===== config.mk =====
export PLATFORM = sky130hd
export DESIGN_NAME = pipeline_ctrl
export DESIGN_NICKNAME = d
export VERILOG_FILES = /design/src/rtl/pipeline_ctrl_pkg.sv /design/src/rtl/pipeline_ctrl_md_sched.sv /design/src/rtl/pipeline_ctrl.sv
export SDC_FILE = /design/constraint.sdc
export NUM_CORES = 1
export LEC_CHECK = 0
export ABC_AREA = 1
export CELL_PAD_IN_SITES_DETAIL_PLACEMENT = 0
export CELL_PAD_IN_SITES_GLOBAL_PLACEMENT = 1
export CORE_UTILIZATION = 21
export DETAILED_ROUTE_END_ITERATION = 10
export PLACE_DENSITY = 0.84
export SLEW_MARGIN = 10
export SYNTH_ARGS = -nofsm -noshare
export SYNTH_HDL_FRONTEND = slang
export SYNTH_HIERARCHICAL = 1
export SYNTH_SLANG_ARGS = --single-unit
export TNS_END_PERCENT = 20

===== constraint.sdc =====
create_clock -name clk -period 2.4 [get_ports clk]
set_clock_uncertainty 0.05 [all_clocks]
set_input_delay 0.36 -clock clk [delete_from_list [all_inputs] [get_ports clk]]
set_output_delay 0.36 -clock clk [all_outputs]
set_load 0.05 [all_outputs]

===== src/rtl/pipeline_ctrl_pkg.sv =====
// pipeline_ctrl_pkg
// Shared constants for the pipeline stall/flush scheduler: width of the
// stall bus, the stop/no-stop encoding, stage positions on the bus, the
// exception redirect constants and the MUL/DIV occupancy defaults.
// Ports: none (package).
package pipeline_ctrl_pkg;

  localparam int STALL_BUS = 6;

  localparam logic STOP    = 1'b1;
  localparam logic NO_STOP = 1'b0;

  // Bit positions on the stall bus; pc is bit 0 and wb is bit 5.
  localparam int STAGE_IF  = 1;
  localparam int STAGE_ID  = 2;
  localparam int STAGE_EX  = 3;
  localparam int STAGE_MEM = 4;

  localparam logic [4:0]  ERET_CODE_DEF  = 5'h0E;
  localparam logic [31:0] EXC_VECTOR_DEF = 32'hBFC00380;

  localparam int DIV_CYCLES_DEF = 33;
  localparam int MUL_CYCLES_DEF = 4;

  // A requester at stage 'deepest' freezes itself and everything upstream,
  // so the mask is contiguous from bit 0 up to and including 'deepest'.
  function automatic logic [STALL_BUS-1:0] stall_mask(input int deepest);
    logic [STALL_BUS-1:0] m;
    m = '0;
    for (int i = 0; i < STALL_BUS; i++) begin
      m[i] = (i <= deepest) ? STOP : NO_STOP;
    end
    return m;
  endfunction

endpackage


===== src/rtl/pipeline_ctrl_md_sched.sv =====
// md_sched
// Occupancy sequencer for the multi-cycle MUL/DIV unit. An accepted start
// occupies EX for DIV_CYCLES or MUL_CYCLES cycles, with the start cycle
// counted as the first one and the DONE cycle as the last.
// Ports:
//   clk     in  core clock
//   resetn  in  asynchronous active-low reset
//   start   in  EX issues MUL/DIV this cycle (honoured only in IDLE)
//   is_div  in  1 = DIV/DIVU, 0 = MULT/MULTU, sampled with start
//   abort   in  pipeline flush; drops the operation and suppresses done
//   busy    out unit occupied (BUSY state)
//   done    out one-cycle pulse, HI/LO result valid
module md_sched
  import pipeline_ctrl_pkg::*;
#(
  parameter int DIV_CYCLES = DIV_CYCLES_DEF,
  parameter int MUL_CYCLES = MUL_CYCLES_DEF
) (
  input  logic clk,
  input  logic resetn,
  input  logic start,
  input  logic is_div,
  input  logic abort,
  output logic busy,
  output logic done
);

  localparam int CNT_W = $clog2(DIV_CYCLES);

  // Start and DONE cycles are not spent in BUSY, hence the minus two.
  localparam logic [CNT_W-1:0] DIV_LOAD = CNT_W'(DIV_CYCLES - 2);
  localparam logic [CNT_W-1:0] MUL_LOAD = CNT_W'(MUL_CYCLES - 2);

  typedef enum logic [1:0] {
    IDLE = 2'd0,
    BUSY = 2'd1,
    DONE = 2'd2
  } md_state_e;

  md_state_e        state_q, state_d;
  logic [CNT_W-1:0] cnt_q, cnt_d;

  // State and counter registers.
  always_ff @(posedge clk or negedge resetn) begin
    if (!resetn) begin
      state_q <= IDLE;
      cnt_q   <= '0;
    end else begin
      state_q <= state_d;
      cnt_q   <= cnt_d;
    end
  end

  // Next-state and outputs. BUSY leaves on the cycle whose decrement reaches
  // zero, so the loaded count equals the number of BUSY cycles. An abort
  // overrides everything, including a start in the same cycle.
  always_comb begin
    state_d = state_q;
    cnt_d   = cnt_q;
    busy    = 1'b0;
    done    = 1'b0;
    case (state_q)
      IDLE: begin
        if (start) begin
          state_d = BUSY;
          cnt_d   = is_div ? DIV_LOAD : MUL_LOAD;
        end
      end
      BUSY: begin
        busy = 1'b1;
        if (cnt_q != '0) begin
          cnt_d = cnt_q - CNT_W'(1);
        end
        if (cnt_q <= CNT_W'(1)) begin
          state_d = DONE;
        end
      end
      DONE: begin
        done    = 1'b1;
        state_d = IDLE;
      end
      default: begin
        state_d = IDLE;
        cnt_d   = '0;
      end
    endcase
    if (abort) begin
      state_d = IDLE;
      cnt_d   = '0;
      done    = 1'b0;
    end
  end

endmodule


===== src/rtl/pipeline_ctrl.sv =====
// pipeline_ctrl
// Central stall/flush scheduler for the 5-stage core. Merges per-stage stall
// requests into the stall bus, sequences MUL/DIV occupancy of EX, and turns
// the exception code leaving MEM into a one-cycle flush plus redirect PC.
// Ports:
//   clk, resetn          core clock, asynchronous active-low reset
//   stallreq_if/_id/_mem stall requests from IF, ID and MEM
//   md_start, md_is_div  MUL/DIV issue from EX and its kind
//   excepttype           MEM-stage exception code, 0 = none
//   cp0_epc              current EPC, redirect target for ERET
//   stall[5:0]           pc,if,id,ex,mem,wb hold mask (1 = stop)
//   flush                clear IF..MEM registers this cycle
//   new_pc               redirect target, valid while flush is high
//   md_busy, md_done     MUL/DIV occupied / result-valid pulse
module pipeline_ctrl
  import pipeline_ctrl_pkg::*;
#(
  parameter int          DIV_CYCLES = DIV_CYCLES_DEF,
  parameter int          MUL_CYCLES = MUL_CYCLES_DEF,
  parameter logic [31:0] EXC_VECTOR = EXC_VECTOR_DEF,
  parameter logic [4:0]  ERET_CODE  = ERET_CODE_DEF
) (
  input  logic                 clk,
  input  logic                 resetn,
  input  logic                 stallreq_if,
  input  logic                 stallreq_id,
  input  logic                 stallreq_mem,
  input  logic                 md_start,
  input  logic                 md_is_div,
  input  logic [4:0]           excepttype,
  input  logic [31:0]          cp0_epc,
  output logic [STALL_BUS-1:0] stall,
  output logic                 flush,
  output logic [31:0]          new_pc,
  output logic                 md_busy,
  output logic                 md_done
);

  logic flush_now;
  logic ex_req;

  // A stalled MEM register still holds an incomplete instruction, so its
  // exception is taken only once the MEM stall releases.
  assign flush_now = resetn && (excepttype != 5'd0) && !stallreq_mem;

  md_sched #(
    .DIV_CYCLES(DIV_CYCLES),
    .MUL_CYCLES(MUL_CYCLES)
  ) u_md_sched (
    .clk   (clk),
    .resetn(resetn),
    .start (md_start),
    .is_div(md_is_div),
    .abort (flush_now),
    .busy  (md_busy),
    .done  (md_done)
  );

  // EX holds from the issue cycle through BUSY and releases on the done pulse.
  assign ex_req = (md_start || md_busy) && !md_done;

  // Deepest requester wins; a flush clears the whole bus. Outputs are forced
  // to zero while reset is held so nothing leaks from live request inputs.
  always_comb begin
    stall  = '0;
    flush  = 1'b0;
    new_pc = '0;
    if (!resetn) begin
      stall = '0;
    end else if (flush_now) begin
      flush  = 1'b1;
      new_pc = (excepttype == ERET_CODE) ? cp0_epc : EXC_VECTOR;
    end else if (stallreq_mem) begin
      stall = stall_mask(STAGE_MEM);
    end else if (ex_req) begin
      stall = stall_mask(STAGE_EX);
    end else if (stallreq_id) begin
      stall = stall_mask(STAGE_ID);
    end else if (stallreq_if) begin
      stall = stall_mask(STAGE_IF);
    end
  end

endmodule


==> flow_summary_export.csv <==
group,metric,value,unit
status,status,"completed",
detailed_routing,vias,1397,
clock_tree,cts_tree,"yes",
sta,hold_viol_final,0,
global_routing,grt_use_total,15.1,%
pwr,static-leakage-power,1.08,nW
sta,post-route-period-util,91.7,%
clock_tree,cts_buffers,3,
worst_setup_path,r2r_end,"u_md_sched/cnt_q[0]$_DFFE_PN0P_",
place,pre_cts_ws,0.0150,ns
worst_hold_path,hp-class,"in2async",
worst_setup_path,crit_family,"buffers and inverters",
layout,final_area,0.00254,mm2
clock_tree,clock_sinks,8,
detailed_routing,vias_per_cell,4.21,
synthesis,synth_cells,176,
sta,fin_ws,0.199,ns
worst_setup_path,arrival,1.79,ns
layout,nFillCells,438,
layout,mostFrequentLayoutCells,"nand2_1, buf_12, clkdlybuf4s50_1",
worst_setup_path,end_kind,"output pin",
worst_setup_path,cp-start-kind,"register",
synthesis,ys_ff_latch,8,
global_routing,use_met2,28.8,%
synthesis,syn_nets,222,
worst_setup_path,slowest_delay,0.81,ns
clock_tree,clock_latency,0.22,ns
place,portBuffers,83,
place,dp_cells,327,
sta,max_freq,0.454,GHz
global_routing,grt_pass1_vias,1291,
floorplanning,die_y,73.7,um
layout,antenna_cells,0,
place,place_congestion,0.809,
detailed_routing,ant_nets,0,
global_routing,grt_max_degree,34,
global_routing,grt_use_met3,3.29,%
detailed_routing,first_pass_iters,4,
flow_run,max-cap-violations,0,
synthesis,synth_edf_count,0,
clock_tree,clk_pin_slew,0.04,ns
synthesis,ys_warn_count,6,
worst_setup_path,crit_chain,"inv_1 > nand2_1 > inv_2 > clkdlybuf4s50_1",
worst_setup_path,crit_type,"reg2out",
sta,finalSetupViolations,0,
floorplanning,start_util,22.3,%
synthesis,yosysSeqAreaShare,18.5,%
synthesis,synth-main-ff-cell,"dfrtp_1",
place,dp_hpwl,3.17,mm
synthesis,mappedNetlistArea,0.00108,mm2
layout,finalCoreUtilization,52.3,%
layout,fin_cells,332,
detailed_routing,drt_iter0_drc,50,
sta,final_max_slew_viol_count,0,
floorplanning,die_x,73.7,um
detailed_routing,drc,0,
clock_tree,clockBufferDepth,2,
worst_setup_path,rr_worst_depth,7,
worst_setup_path,r2r_slack,0.90,ns
layout,drive_gt1_share,40.4,%
floorplanning,top_level_ports,85,
layout,syn2layout_area_growth,135,%
global_routing,antenna_found_initial,0,
floorplanning,core,0.00485,mm2
global_routing,grt_util_met1,16.9,%
sta,rsz0062_at_grt,"no",
layout,nets,313,
floorplanning,rows,25,
worst_setup_path,worst-endpoint-required,1.99,ns
sta,period_needed,2.20,ns
global_routing,busiest_layer,"met2",
synthesis,async_reset_ff_share,100,%
floorplanning,die-area,0.00543,mm2
place,post_dp_cell_area,0.00246,mm2
clock_tree,htreeDepth,1,
layout,layout_commonest_cell,"nand2_1",
synthesis,syn_avg_cell_area,6.14,um2
global_routing,grt_pass1_wl,6.31,mm
pwr,power-per-cell-area,513,mW/mm2
synthesis,yosysUniqueCellTypes,29,
worst_setup_path,cp.buffers_inverters,3,
worst_setup_path,cp_slowest_cell,"clkdlybuf4s50_1",
worst_setup_path,cp_max_fo,4,
pwr,peakVddDrop,432,uV
detailed_routing,wl_per_cell,12.1,um
worst_setup_path,regToRegStartpoint,"u_md_sched/cnt_q[0]$_DFFE_PN0P_",
detailed_routing,drt_wl_total,4.00,mm
global_routing,gr-total-overflow,0,
clock_tree,root_buffer,"clkbuf_8",
-- flip-flops by register name (all words and copies together) (netlist names) --
name and cells:
u_md_sched/state_q 2, u_md_sched/cnt_q 6
-- power breakdown --
part,leakage (nW),total [mW],internal [mW],switching [mW]
clock,0.0216,0.159,0.108,0.0506
sequential,0.102,0.266,0.194,0.0714
combinational,0.952,0.876,0.368,0.508
total,1.08,1.30,0.671,0.630
-- per-stage QoR --
step                      TNS (ns)  hold WS [ns]  power (mW)
final                            0         0.205        1.30
after CTS                        0         0.209        1.30
after global routing             0         0.215        1.40
after global placement           0         0.477        1.12
after detailed placement         0         0.474        1.13
after floorplan            -0.0194        0.0144       0.820
-- cell type report --
type                            instances  area (um2)  share of cell area, %
Timing Repair Buffer                   95        1350                   53.2
Multi-Input combinational cell        142         782                   30.8
Sequential cell                         8         200                   7.89
Tap cell                               67        83.8                   3.30
Inverter                               17        80.1                   3.16
Clock buffer                            3        41.3                   1.63
-- worst max path at each step --
stage / from / endpoint / slack, ns / cells after the start
after global routing: resetn / stall[3] / 0.12 / 13
final: u_md_sched/state_q[1]$_DFFE_PN0P_ / md_busy / 0.20 / 4
after detailed placement: resetn / stall[3] / 0.02 / 13
after floorplan: resetn / stall[1] / -0.02 / 13
after CTS: excepttype[2] / stall[1] / 0.02 / 13
after global placement: resetn / stall[2] / 0.03 / 13
-- logic make-up (layout without fill, tap and decap cells) --
family	after synthesis	in the layout	synth area share, %
XOR/XNOR	1	1	0.811
buffers and inverters	26	115	13.3
other	1	1	0.347
adder cells (fa/ha/maj)	2	2	2.32
AND/OR/NAND/NOR	129	129	59.4
flip-flops	8	8	18.5
AO/OA/AOI/OAI	9	9	5.21
-- per-layer routing --
metal | share of wire (%) | up-vias | routed length (um)
li1 | - | 723 | -
met1 | 40 | 617 | 1610
met2 | 53 | 55 | 2120
met3 | 6.3 | 2 | 252
met4 | 0.50 | 0 | 20
met5 | 0 | - | 0
-- cells in the mapped netlist, types with 2 or more instances --
cell      n  area share, %
buf_2     2           0.93
buf_4     4            2.8
buf_6     2            2.1
dfrtp_1   8             19
ha_1      2            2.3
inv_1    11            3.8
inv_2     5            1.7
nand2_1  46             16
nand3_1  14            6.5
nor2_1   20            7.0
nor2_2   30             17
nor2_4    2            2.1
nor3_1   12            5.6
o21ai_0   2           0.93
o21ai_1   2           0.93
-- repair_timing --
item                       4_1_cts  5_1_grt
setup endpoints to repair        1        4
hold buffers                     0        0
gates resized for setup          1        8
pin swaps                        0        6
setup buffers                    0        2
cloned                           0        0
Note: power is estimated with default switching activity, not from simulation.
